==> config.mk <==
export PLATFORM = sky130hd
export DESIGN_NAME = rr_packet_arbiter_flat
export DESIGN_NICKNAME = d
export VERILOG_FILES = /design/src/rtl/rr_packet_arbiter_if.sv /design/src/rtl/rr_packet_arbiter.sv /design/src/flat_wrapper.sv
export SDC_FILE = /design/constraint.sdc
export NUM_CORES = 1
export LEC_CHECK = 0
export BUFFER_PORTS_ARGS = -buffer_cell sky130_fd_sc_hd__buf_2
export CORE_MARGIN = 5
export CORE_UTILIZATION = 53
export CTS_BUF_LIST = sky130_fd_sc_hd__clkbuf_4 sky130_fd_sc_hd__clkbuf_8
export DETAILED_ROUTE_END_ITERATION = 6
export PLACE_DENSITY = 0.9
export SLEW_MARGIN = 20
export SYNTH_ARGS = -nofsm -noshare
export SYNTH_HDL_FRONTEND = slang
export SYNTH_SLANG_ARGS = --single-unit
==> constraint.sdc <==
create_clock -name clk -period 4.45 [get_ports clk]
set_input_delay 0.2225 -clock clk [delete_from_list [all_inputs] [get_ports clk]]
set_output_delay 0.2225 -clock clk [all_outputs]
set_load 0.02 [all_outputs]
==> src/rtl/rr_packet_arbiter_if.sv <==
// Bundle of requester-side and sink-side handshake signals for the round-robin packet arbiter.
interface rr_packet_arbiter_if #(
    parameter int unsigned NUM_REQ    = 4,
    parameter int unsigned DATA_WIDTH = 8,
    parameter int unsigned IDX_WIDTH  = 2
);
    logic [NUM_REQ-1:0]            req_valid;
    logic [NUM_REQ*DATA_WIDTH-1:0] req_data;
    logic [NUM_REQ-1:0]            req_last;
    logic [NUM_REQ-1:0]            req_ready;
    logic                          out_valid;
    logic [DATA_WIDTH-1:0]         out_data;
    logic [IDX_WIDTH-1:0]          out_idx;
    logic                          out_last;
    logic                          out_ready;
    logic                          busy;

    // Arbiter side: consumes requests, produces the registered output beat.
    modport slave (
        input  req_valid, req_data, req_last, out_ready,
        output req_ready, out_valid, out_data, out_idx, out_last, busy
    );

    // Environment side: drives requests and the sink ready.
    modport master (
        output req_valid, req_data, req_last, out_ready,
        input  req_ready, out_valid, out_data, out_idx, out_last, busy
    );
endinterface

==> src/rtl/rr_packet_arbiter.sv <==
// Round-robin arbiter with packet locking feeding a single registered output stage.
module rr_packet_arbiter #(
    parameter int unsigned NUM_REQ    = 4,
    parameter int unsigned DATA_WIDTH = 8,
    parameter int unsigned IDX_WIDTH  = 2
) (
    input  logic               clk,
    input  logic               reset,
    rr_packet_arbiter_if.slave bus
);

    typedef enum logic {
        ST_IDLE   = 1'b0,
        ST_LOCKED = 1'b1
    } state_t;

    state_t                  r_state;
    state_t                  w_state_nxt;
    logic [IDX_WIDTH-1:0]    r_rr_ptr;
    logic [IDX_WIDTH-1:0]    r_owner;
    logic [IDX_WIDTH-1:0]    w_winner;
    logic [IDX_WIDTH-1:0]    w_scan;
    logic [IDX_WIDTH-1:0]    w_sel;
    logic                    w_found;
    logic                    w_accept;
    logic                    w_xfer;
    logic                    w_sel_last;
    logic [DATA_WIDTH-1:0]   w_sel_data;
    logic [NUM_REQ-1:0]      w_ready;

    logic                    r_out_valid;
    logic [DATA_WIDTH-1:0]   r_out_data;
    logic [IDX_WIDTH-1:0]    r_out_idx;
    logic                    r_out_last;

    // Output register may load when empty or being drained this cycle.
    assign w_accept = !r_out_valid || bus.out_ready;

    // First valid requester at or after the round-robin pointer, wrapping at NUM_REQ.
    always_comb begin
        w_found  = 1'b0;
        w_winner = '0;
        w_scan   = '0;
        for (int unsigned k = 0; k < NUM_REQ; k++) begin
            if (32'(r_rr_ptr) + k >= NUM_REQ) begin
                w_scan = IDX_WIDTH'(32'(r_rr_ptr) + k - NUM_REQ);
            end else begin
                w_scan = IDX_WIDTH'(32'(r_rr_ptr) + k);
            end
            if (!w_found && bus.req_valid[w_scan]) begin
                w_found  = 1'b1;
                w_winner = w_scan;
            end
        end
    end

    // State register.
    always_ff @(posedge clk) begin
        if (reset) begin
            r_state <= ST_IDLE;
        end else begin
            r_state <= w_state_nxt;
        end
    end

    // Next-state: lock on a non-last beat from IDLE, release on the owner's last beat.
    always_comb begin
        w_state_nxt = r_state;
        case (r_state)
            ST_IDLE: begin
                if (w_xfer && !w_sel_last) begin
                    w_state_nxt = ST_LOCKED;
                end
            end
            ST_LOCKED: begin
                if (w_xfer && w_sel_last) begin
                    w_state_nxt = ST_IDLE;
                end
            end
        endcase
    end

    // FSM outputs: one-hot ready toward the round-robin winner or the lock owner.
    always_comb begin
        w_ready = '0;
        w_sel   = w_winner;
        case (r_state)
            ST_IDLE: begin
                if (w_accept && w_found) begin
                    w_ready[w_winner] = 1'b1;
                end
            end
            ST_LOCKED: begin
                w_sel = r_owner;
                if (w_accept && bus.req_valid[r_owner]) begin
                    w_ready[r_owner] = 1'b1;
                end
            end
        endcase
    end

    assign w_xfer     = |w_ready;
    assign w_sel_last = bus.req_last[w_sel];
    assign w_sel_data = bus.req_data[32'(w_sel)*DATA_WIDTH +: DATA_WIDTH];

    // Pointer advances past each winner granted from IDLE; owner latched when a packet locks.
    always_ff @(posedge clk) begin
        if (reset) begin
            r_rr_ptr <= '0;
            r_owner  <= '0;
        end else if (r_state == ST_IDLE && w_xfer) begin
            r_rr_ptr <= (32'(w_winner) == NUM_REQ - 1) ? '0 : w_winner + IDX_WIDTH'(1);
            if (!w_sel_last) begin
                r_owner <= w_winner;
            end
        end
    end

    // Output stage: load on transfer, empty when accepting with nothing to take.
    always_ff @(posedge clk) begin
        if (reset) begin
            r_out_valid <= 1'b0;
            r_out_data  <= '0;
            r_out_idx   <= '0;
            r_out_last  <= 1'b0;
        end else if (w_xfer) begin
            r_out_valid <= 1'b1;
            r_out_data  <= w_sel_data;
            r_out_idx   <= w_sel;
            r_out_last  <= w_sel_last;
        end else if (w_accept) begin
            r_out_valid <= 1'b0;
        end
    end

    assign bus.req_ready = w_ready;
    assign bus.out_valid = r_out_valid;
    assign bus.out_data  = r_out_data;
    assign bus.out_idx   = r_out_idx;
    assign bus.out_last  = r_out_last;
    assign bus.busy      = (r_state == ST_LOCKED);

endmodule

==> src/flat_wrapper.sv <==
// flat-port wrapper written by rule: the top's interface ports become plain ports
module rr_packet_arbiter_flat 
#(
    parameter int unsigned NUM_REQ    = 4,
    parameter int unsigned DATA_WIDTH = 8,
    parameter int unsigned IDX_WIDTH  = 2
)
  (clk, reset, bus_req_valid, bus_req_data, bus_req_last, bus_out_ready, bus_req_ready, bus_out_valid, bus_out_data, bus_out_idx, bus_out_last, bus_busy);
  rr_packet_arbiter_if #(.NUM_REQ(NUM_REQ), .DATA_WIDTH(DATA_WIDTH), .IDX_WIDTH(IDX_WIDTH)) bus_i ();
  input  logic clk;
  input  logic reset;
  input wire logic [$bits(bus_i.req_valid)-1:0] bus_req_valid;
  input wire logic [$bits(bus_i.req_data)-1:0] bus_req_data;
  input wire logic [$bits(bus_i.req_last)-1:0] bus_req_last;
  input wire logic [$bits(bus_i.out_ready)-1:0] bus_out_ready;
  output wire logic [$bits(bus_i.req_ready)-1:0] bus_req_ready;
  output wire logic [$bits(bus_i.out_valid)-1:0] bus_out_valid;
  output wire logic [$bits(bus_i.out_data)-1:0] bus_out_data;
  output wire logic [$bits(bus_i.out_idx)-1:0] bus_out_idx;
  output wire logic [$bits(bus_i.out_last)-1:0] bus_out_last;
  output wire logic [$bits(bus_i.busy)-1:0] bus_busy;
  assign bus_i.req_valid = bus_req_valid;
  assign bus_i.req_data = bus_req_data;
  assign bus_i.req_last = bus_req_last;
  assign bus_i.out_ready = bus_out_ready;
  assign bus_req_ready = bus_i.req_ready;
  assign bus_out_valid = bus_i.out_valid;
  assign bus_out_data = bus_i.out_data;
  assign bus_out_idx = bus_i.out_idx;
  assign bus_out_last = bus_i.out_last;
  assign bus_busy = bus_i.busy;
  rr_packet_arbiter #(.NUM_REQ(NUM_REQ), .DATA_WIDTH(DATA_WIDTH), .IDX_WIDTH(IDX_WIDTH)) u_core (.clk(clk), .reset(reset), .bus(bus_i));
endmodule
==> metrics list <==
* Status: finished clean
- Path type of the worst min-delay path: primary input to register
- Entering global routing, the biggest net connects 29 pins.
- After detailed placement, the design holds a cell count of 244.
* RSZ-0062 raised after global routing: no
* Cells along the critical path: nand2b_1, a21oi_1, nor2_1, o21ai_0, inv_1, ha_1, nor4_1, o31ai_2, nand2_4, or2_1, o31ai_2
- The final-report hold violation count is 0.
- Among all flip-flop cells after synthesis, the most frequent one is sky130_fd_sc_hd__dfxtp_1.
- The total area inside the core boundary comes to 2500 sq um.
* Final Max Tran Viols: 0
- Final clock period utilization by the worst path: 64.81%
- The number of clock buffers added by TritonCTS is 3.
- STA puts the critical path data required time at 4.61 ns.
- For this run, the slowest stage of the critical path takes 0.40 ns.
- Die outline area: 3758 sq um
- For the pin with the worst max-slew slack, the measured transition is 0.6383 ns.
- # hold bufs at CTS: 0
- Between clock sinks in the finished design, the worst skew comes to 0.001991 ns.
- Largest voltage drop on the vdd net: 0.4454 mV
- After filler insertion, the fill cell instance count of the layout stands at 213.
- In this run the remaining antenna-violating nets after routing total 0.
- The clock reaches the later pin of the worst-skew pair after 0.28 ns.
* Detailed Routing Iterations Pass 1: 4
- Antenna violations before repair: 0
* Launch point of the worst hold path: bus_req_data[27]
- The synthesized netlist occupies a cell area of 1395 sq um.
* Number of nets in the layout: 267
- Sequential share of the synthesized area: 24.39%
- 60 I/O pins were placed.
* Antenna cell count: 0
- In this run the post-CTS setup repair buffer count came out at 0.
- Summed over all nets, the half-perimeter wirelength after detailed placement is 2.769 mm.
- Number of cells in the finished layout apart from fillers: 249
- Counting cells, the worst reg-to-reg path comes to 11.
- Mapped Cells: 164
- Timing would allow up to 346.7 MHz.
- Sink count of the clock tree: 17
* TritonCTS clock tree: yes
- Fraction of registers with async set/reset: 0%
- The number of nets in the synthesized netlist is 211.
* Overall power: 1.157 mW
* Area added between synthesis and finish: 22.60%
* Chip Width: 61.31 microns
- At the end of routability-driven placement, the weighted congestion stood at 0.8611.
- Hold Path Depth: 3
- The startpoint identified for the worst register-to-register timing path is u_core.r_rr_ptr[0].
* Hold Slack: 0.2901 ns
- Largest area contributor in the netlist: sky130_fd_sc_hd__dfxtp_1
- The longest clock path from root to sink contains 2 buffers.
- Summed over all layers, the routed wires come to 3.563 mm.
- Number of enable-type register cells in the synthesized netlist: 0
* CP max-delay cell: sky130_fd_sc_hd__or2_1
* All-Layer GR Usage: 20.14%
- Most frequent cell on the critical path: sky130_fd_sc_hd__o31ai_2
- Along the worst path, the maximum fanout reaches 16.
- Area of all placed cells without fillers: 1710 sq um
- Number of resized instances in the post-cts repair step: 0
- From bottom edge to top edge, the die measures 61.31 microns.
* Category of the worst setup path launch point: register
- Total of warnings raised by yosys: 0
- In the final timing run, aggregate negative setup slack is 0 ns.
- Startpoint-to-endpoint class of the critical path: register to register
* Average size of a mapped cell: 8.507 sq um
- Share of the core filled with cells: 68.42%
- Summed over all cells, the static leakage comes to 0.7893 nW.
- After detailed routing, the number of remaining DRC violations is 0.
- For this configuration, the core starts out at a cell density of 55.81%.
* Count of endpoints failing setup in the final report: 0
- Prior to clock tree synthesis, the placed netlist has a worst setup slack of 1.562 ns.
* Number of distinct library cell variants in the gate-level netlist after synthesis: 43
- Tightest slew margin relative to the limit: 57.31%
- Vias per inst: 5.695
- Dividing total power by cell area gives a power density of 676.2 nW/um^2.
- The synthesized design contains 17 register bits.
* Layout cells sized above 1: 41.55%
* PnR worst setup slack: 1.566 ns
- Count of input and output buffers: 59
- Overflow after GRT: 0
- Dividing the detail-routed wire length by the instance count gives 14.31 microns.
- By area the synthesized netlist is led by sky130_fd_sc_hd__dfxtp_1 24%, sky130_fd_sc_hd__o31ai_2 9.0%, sky130_fd_sc_hd__mux2_2 6.5%.
- Area after DPL: 1669 sq um
* Worst endpoint data arrival time: 3.05 ns
* Wire length of the first global-routing pass: 5.809 mm
- Clk pin slew, worst setup/hold paths: 0.09 ns
- The via count of the first global-routing pass is 1,354.
- Total vias in the final route: 1,418
- In this run the number of H-tree levels came out at 1.
* Critical path endpoint category: register
* Final Critical Period: 2.884 ns
- In this run the worst setup path begins at u_core.r_rr_ptr[0].
- Max-capacitance violation count: 0
- Row generation in the floorplan step produced 18 rows.
- CTS root buffer: sky130_fd_sc_hd__clkbuf_4
- Fraction of post-synthesis cell area in the top cell type by area: 24.39%
- In this run, the number of DRC markers left after iteration 0 of detailed routing was 80.
## cells in the mapped netlist (all sizes together) (2+ instances only)
master,number
nor2,19
a21oi,17
dfxtp,17
inv,15
o21ai,11
o31ai,10
mux2,9
nand3b,8
buf,6
nand2b,6
nor3,5
a32o,4
clkbuf,4
ha,4
mux2i,4
nand2,3
a211o,2
a211oi,2
nor4,2
## final cells by class
| type | instances | area, sq um | share of cell area [%] |
|---|---|---|---|
| tap | 30 | 37.54 | 2.195 |
| clock buffer | 4 | 30.03 | 1.756 |
| timing repair buffer | 61 | 314.1 | 18.36 |
| multi-input combinational | 121 | 928.4 | 54.28 |
| inverter | 16 | 60.06 | 3.511 |
| sequential | 17 | 340.3 | 19.90 |
## cells in the final DEF, fill, tap and decap left out, drive strengths merged, types with 5 or more instances in the layout
cell,synthesis,layout
nand2b,6,6
o31ai,10,10
nor2,19,19
nor3,5,5
buf,6,61
o21ai,11,11
mux2,9,9
a21oi,17,17
dfxtp,17,17
inv,15,15
nand3b,8,8
## where the power goes
group	internal, mW	leakage [nW]	switching [mW]
Combinational	0.316	0.631	0.479
Sequential	0.223	0.140	0.0542
Clock	0.0408	0.0184	0.0441
Total	0.579	0.789	0.577
## worst paths after layout
path	to	slack (ns)
max reg2reg	u_core.bus.out_data[5]	1.57
min reg2reg	u_core.bus.out_data[1]	0.51
max	u_core.bus.out_data[5]	1.57
min	u_core.bus.out_data[3]	0.29
## state kept, by name, summed over array words and instances, names as in the netlist
name and count:
u_core.bus.out_data 8, u_core.bus.out_idx 2, u_core.r_owner 2, u_core.r_rr_ptr 2, u_core.bus.busy 1, u_core.bus.out_last 1, u_core.bus.out_valid 1
## layer usage
metal  routed length (microns)  vias to the layer above  GRT usage [%]
met5                         0                        -              0
met4                        13                        0          4.644
met3                       298                        2          3.983
met2                      1844                       57          35.20
met1                      1406                      650          25.45
li1                          -                      709              -
## worst max-delay path, delay by kind of cell, from the launching register on
| family | cells | cell delay [ns] |
|---|---|---|
| DFF | 1 | 0.33 |
| and+or+nand+nor | 5 | 1.23 |
| adders and majority gates | 1 | 0.27 |
| AOI/OAI and AO/OA | 4 | 0.78 |
| buffers and inverters | 1 | 0.15 |
## kinds of logic (layout without fill, tap and decap cells)
group,after synthesis,after routing,synth area share [%]
AND/OR/NAND/NOR,47,47,18.39
flip-flops,17,17,24.39
multiplexers,14,14,11.75
adder cells (fa/ha/maj),4,4,3.588
AO/OA/AOI/OAI,56,56,32.83
buffers and inverters,26,81,9.057
Note: power is estimated with default switching activity, not from simulation.
